<file path="config.mk">
export PLATFORM = sky130hd
export DESIGN_NAME = stream_arb2
export DESIGN_NICKNAME = d
export VERILOG_FILES = /design/src/rtl/stream_arb2_pkg.sv /design/src/rtl/mux2to1.sv /design/src/rtl/stream_reg.sv /design/src/rtl/stream_arb2.sv
export SDC_FILE = /design/constraint.sdc
export NUM_CORES = 1
export LEC_CHECK = 0
export BUFFER_PORTS_ARGS = -buffer_cell sky130_fd_sc_hd__buf_4
export CORE_MARGIN = 5
export CORE_UTILIZATION = 45
export DETAILED_ROUTE_END_ITERATION = 16
export GPL_ROUTABILITY_DRIVEN = 0
export PLACE_DENSITY = 0.81
export SYNTH_ARGS = -nofsm -noshare
export SYNTH_HDL_FRONTEND = slang
export SYNTH_SLANG_ARGS = --single-unit
</file>
<file path="constraint.sdc">
create_clock -name clk -period 1.9 [get_ports clk]
set_input_delay 0.19 -clock clk [delete_from_list [all_inputs] [get_ports clk]]
set_output_delay 0.19 -clock clk [all_outputs]
set_load 0.02 [all_outputs]
</file>
<file path="src/rtl/stream_arb2_pkg.sv">
`default_nettype none
// ============================================================================
//  Module      : stream_arb2_pkg
//  Description : Shared types and constants for the two-input stream arbiter.
//  Revision    : 1.0 - initial release
// ============================================================================
package stream_arb2_pkg;

    // Arbiter control states
    typedef enum logic [0:0] {
        ST_IDLE = 1'b0,   // no packet in progress
        ST_LOCK = 1'b1    // packet in progress, output owned by one input
    } state_t;

    // Input stream indices (also the value driven on the mux select)
    localparam logic IN0 = 1'b0;
    localparam logic IN1 = 1'b1;

endpackage
`default_nettype wire

</file>
<file path="src/rtl/mux2to1.sv">
`default_nettype none
// ============================================================================
//  Module      : mux2to1
//  Description : Single-bit 2:1 multiplexer cell (sel=0 -> a, sel=1 -> b).
//  Revision    : 1.0 - initial release
// ============================================================================
module mux2to1 (
    input  logic a,
    input  logic b,
    input  logic sel,
    output logic out
);

    assign out = sel ? b : a;

endmodule
`default_nettype wire

</file>
<file path="src/rtl/stream_reg.sv">
`default_nettype none
// ============================================================================
//  Module      : stream_reg
//  Description : Valid/ready output pipeline register. Holds the beat, its
//                last flag and source index; reports when it can take a beat.
//  Revision    : 1.0 - initial release
// ============================================================================
module stream_reg #(
    parameter int DATA_W = 8
) (
    input  logic              clk,
    input  logic              rst_n,
    input  logic              i_load,
    input  logic [DATA_W-1:0] i_data,
    input  logic              i_last,
    input  logic              i_sel,
    input  logic              i_ready,
    output logic              o_valid,
    output logic [DATA_W-1:0] o_data,
    output logic              o_last,
    output logic              o_sel,
    output logic              o_space
);

    logic              r_valid;
    logic [DATA_W-1:0] r_data;
    logic              r_last;
    logic              r_sel;
    logic              w_space;

    // Register is free when empty or when its current beat leaves this cycle
    assign w_space = !r_valid || i_ready;

    // Load a new beat (overwriting a draining one) or empty out once drained
    always_ff @(posedge clk or negedge rst_n) begin
        if (!rst_n) begin
            r_valid <= 1'b0;
            r_data  <= '0;
            r_last  <= 1'b0;
            r_sel   <= 1'b0;
        end else if (i_load) begin
            r_valid <= 1'b1;
            r_data  <= i_data;
            r_last  <= i_last;
            r_sel   <= i_sel;
        end else if (w_space) begin
            r_valid <= 1'b0;
        end
    end

    assign o_valid = r_valid;
    assign o_data  = r_data;
    assign o_last  = r_last;
    assign o_sel   = r_sel;
    assign o_space = w_space;

endmodule
`default_nettype wire

</file>
<file path="src/rtl/stream_arb2.sv">
`default_nettype none
// ============================================================================
//  Module      : stream_arb2
//  Description : Two-input round-robin stream arbiter with packet locking.
//                Drives the 2:1 datapath mux select and a registered output.
//  Revision    : 1.0 - initial release
// ============================================================================
module stream_arb2
    import stream_arb2_pkg::*;
#(
    parameter int DATA_W = 8
) (
    input  logic              clk,
    input  logic              rst_n,
    input  logic              in0_valid,
    output logic              in0_ready,
    input  logic [DATA_W-1:0] in0_data,
    input  logic              in0_last,
    input  logic              in1_valid,
    output logic              in1_ready,
    input  logic [DATA_W-1:0] in1_data,
    input  logic              in1_last,
    output logic              out_valid,
    input  logic              out_ready,
    output logic [DATA_W-1:0] out_data,
    output logic              out_last,
    output logic              sel
);

    state_t            r_state;
    state_t            w_state_nxt;
    logic              r_prio;
    logic              w_prio_nxt;
    logic              r_lock_id;
    logic              w_lock_nxt;

    logic              w_grant;
    logic              w_has_grant;
    logic              w_grant_valid;
    logic              w_space;
    logic              w_accept;
    logic [DATA_W-1:0] w_sel_data;
    logic              w_sel_last;

    // Grant decision: locked owner in ST_LOCK, round-robin among valid inputs otherwise
    always_comb begin
        w_has_grant = 1'b0;
        w_grant     = r_prio;
        if (r_state == ST_LOCK) begin
            w_has_grant = 1'b1;
            w_grant     = r_lock_id;
        end else if (in0_valid && in1_valid) begin
            w_has_grant = 1'b1;
            w_grant     = r_prio;
        end else if (in0_valid) begin
            w_has_grant = 1'b1;
            w_grant     = IN0;
        end else if (in1_valid) begin
            w_has_grant = 1'b1;
            w_grant     = IN1;
        end
    end

    // Readies are forced low while reset is held so nothing is taken during reset
    assign in0_ready     = rst_n && w_has_grant && (w_grant == IN0) && w_space;
    assign in1_ready     = rst_n && w_has_grant && (w_grant == IN1) && w_space;
    assign w_grant_valid = (w_grant == IN1) ? in1_valid : in0_valid;
    assign w_accept      = w_has_grant && w_grant_valid && w_space;

    // Datapath select: one mux cell per data bit, steered by the grant
    generate
        for (genvar gi = 0; gi < DATA_W; gi++) begin : g_data_mux
            mux2to1 u_mux (
                .a   (in0_data[gi]),
                .b   (in1_data[gi]),
                .sel (w_grant),
                .out (w_sel_data[gi])
            );
        end
    endgenerate

    mux2to1 u_last_mux (
        .a   (in0_last),
        .b   (in1_last),
        .sel (w_grant),
        .out (w_sel_last)
    );

    // Next-state: lock on a non-final first beat, rotate priority on packet end
    always_comb begin
        w_state_nxt = r_state;
        w_prio_nxt  = r_prio;
        w_lock_nxt  = r_lock_id;
        if (w_accept) begin
            case (r_state)
                ST_IDLE: begin
                    if (w_sel_last) begin
                        w_prio_nxt = ~w_grant;
                    end else begin
                        w_state_nxt = ST_LOCK;
                        w_lock_nxt  = w_grant;
                    end
                end
                ST_LOCK: begin
                    if (w_sel_last) begin
                        w_state_nxt = ST_IDLE;
                        w_prio_nxt  = ~r_lock_id;
                    end
                end
                default: w_state_nxt = ST_IDLE;
            endcase
        end
    end

    // Arbitration state register
    always_ff @(posedge clk or negedge rst_n) begin
        if (!rst_n) begin
            r_state   <= ST_IDLE;
            r_prio    <= IN0;
            r_lock_id <= IN0;
        end else begin
            r_state   <= w_state_nxt;
            r_prio    <= w_prio_nxt;
            r_lock_id <= w_lock_nxt;
        end
    end

    stream_reg #(
        .DATA_W (DATA_W)
    ) u_out_reg (
        .clk     (clk),
        .rst_n   (rst_n),
        .i_load  (w_accept),
        .i_data  (w_sel_data),
        .i_last  (w_sel_last),
        .i_sel   (w_grant),
        .i_ready (out_ready),
        .o_valid (out_valid),
        .o_data  (out_data),
        .o_last  (out_last),
        .o_sel   (sel),
        .o_space (w_space)
    );

endmodule
`default_nettype wire

</file>
==> metrics <==
status finished, final reports clean; sequential element share of the synthesized area 44.3%; DRC viols 0; initial antenna violation count 0; largest net degree at the start of global routing 16; Slew headroom 67.4%; DRT iter0 DRCs 19; num rows 15; critical path required time 1710 ps; final setup fails 0; Hold Path Class in2reg; first-pass GRT wire length 3240 µm; Final Hold Fails 0; Worst-path clk slew 80 ps; worst-path fanout max 10; DP Worst Slack 398 ps; die area 2700 µm²; Crit path max-delay family simple AND/OR/NAND/NOR gates; PwrDens 1350 nW/µm²; Crit-path slowest cell dfrtp_1; Initial Util 46.3%; worst path cell trace nor2b_1, o211a_4, nor2_1, nor2_1, buf_4; Clock Sinks 14; internal power 0.836 mW; via count 826; leading cell types by count after synthesis dfrtp_1, nor2_1, o21ai_0; flops & latches, synth 14; Buffers & Inverters on Critical Path 1; Startpoint Class register; fmax 0.564 GHz; nets@finish 149; Slew @ Worst Pin 484 ps; Sw Share 43.9%; final period utilization 93.4%; Leakage Power 0.498 nW; syn_area_per_cell 8.99 µm²; critical setup path kind reg2out; drt wl/cell 14.1 µm; Die Span Y 51.9 µm; Port Buf Inserts 35; Detail Route Antenna Nets 0; Setup Skew 0.705 ps; Tot Pwr 1.49 mW; Final Worst Setup Slack 126 ps; syn nets 111; data arrival time of the critical path 1580 ps; Synth-to-Final Area Change 39.4%; wirelength, routed 2100 µm; number of buffers created by CTS 3; sequential group share of total power 34.3%; Synthesis Warnings 0; vias in the first global route 723; Mapped Area 791 µm²; CTS H-tree lvls 1; Chip Width 51.9 µm; fraction of layout cells with a size suffix above 1 37.9%; Core ar. 1710 µm²; # Post-CTS Setup Buffers 0; total gr overflow 0; CTS max path bufs 2; final setup TNS 0 ps; TritonCTS clock tree yes; Peak VDD IR 0.000671 V; drt first pass iters 4; I/O Pins 36; Tot GR Track Use 16.1%; area leader, netlist dfrtp_1; Max Slew Vio Count 0; RSZ-0062 raised after global routing false; Combinational Power Share 54.0%; prevailing post-synth register cell dfrtp_1; Mapped Cells 88; worst skew pair latency 280 ps; share of total power in the clock network 11.6%; diode count 0; minimum clock period after layout 1770 ps; Post-synth EDFFs 0; placed wire-length estimate 1550 µm; top cells by area, synth dfrtp_1, o21ai_0, a21oi_1, a31oi_1, nor2_1; clk root buf clkbuf_4; most used cell, CP nor2_1; CP Capture Type output port; worst stage delay on the critical path 410 ps; count leader, synth dfrtp_1; share of the synthesized area in the top cell type 44.3%; max-cap violations 0; Switch Pwr 0.653 mW; Vias/cell 5.54; asr flop ratio synth 100%; Synth cell types 28
## layout make-up
cell class,instances,area (µm²)
fillers,149,606
flip-flops and latches,14,350
multi-input cells,68,410
repair buffers,37,280
well taps,25,31.3
clock buffers,3,22.5
inverters,2,7.51
## placed cells by master, fill, tap and decap left out, types with 2 or more instances in the layout
cell	count
a31oi_1	8
clkbuf_4	3
o21ai_0	13
nand2b_1	2
a21oi_1	10
nor2_1	13
nand2_1	4
buf_4	36
o211ai_2	2
dfrtp_1	14
inv_1	2
## metal layers
metal  vias to the layer above  GRT usage (%)  part of all wire [%]
met1                       391           20.6                    44
met4                         0           8.30                   1.8
met2                        33           25.3                    48
met3                         5           3.44                   6.2
li1                        397              -                     -
met5                         -              0                     0
## through the flow
| stage | hold slack [ps] | std cells | area [µm²] | util, % |
|---|---|---|---|---|
| 3_3_place_gp | 53.7 | 145 | 1060 | 62.2 |
| 5_1_grt | 162 | 149 | 1100 | 64.5 |
| 2_1_floorplan | -106 | 88 | 791 | - |
| 6_report | 163 | 149 | 1100 | 64.5 |
| 3_5_place_dp | 54.8 | 145 | 1060 | 62.2 |
| 4_1_cts | 157 | 149 | 1090 | 64.1 |
## power by group through the flow
stage               sequential, mW  clock (mW)  combinational (mW)
finish                       0.511       0.173               0.804
global route                 0.527       0.190               0.867
CTS                          0.512       0.177               0.795
detailed placement           0.518           0               0.792
global placement             0.512           0               0.785
floorplan                    0.635           0               0.362
## worst paths after layout
| kind | start | cells past startpoint | slack, ps | to |
|---|---|---|---|---|
| max in group asynchronous | rst_n | 2 | 1450 | u_out_reg.o_data[5] |
| min in group asynchronous | rst_n | 2 | 280 | r_lock_id |
| max | r_prio | 5 | 130 | in1_ready |
| min | in1_data[1] | 3 | 160 | u_out_reg.o_data[1] |
| min reg2reg | u_out_reg.o_last | 2 | 520 | u_out_reg.o_last |
| max reg2reg | r_state | 4 | 380 | u_out_reg.o_data[4] |
## cell families after synthesis
family / count (synthesis) / share of synthesized area (%)
AOI/OAI and AO/OA: 42 / 34.5
muxes: 1 / 1.27
DFF: 14 / 44.3
buffers and inverters: 6 / 4.75
and+or+nand+nor: 25 / 15.2
## tightest hold or removal path, delay by kind of cell
family          cells  cell delay [ps]
compound gates      2              120
buf+inv             1              100
## timing repair
item | in CTS | in global routing
hold buffers | 1 | 0
setup endpoints to repair | 0 | 1
resized for setup | 0 | 1
endpoints found under the hold margin | 14 | 0
## registers in the layout, summed over array words and instances, names as in the netlist
name and flops:
u_out_reg.o_last 1, u_out_reg.o_data 8, r_state 1, u_out_reg.o_valid 1
r_prio 1, u_out_reg.o_sel 1, r_lock_id 1
(Power assumes the default switching activity.)
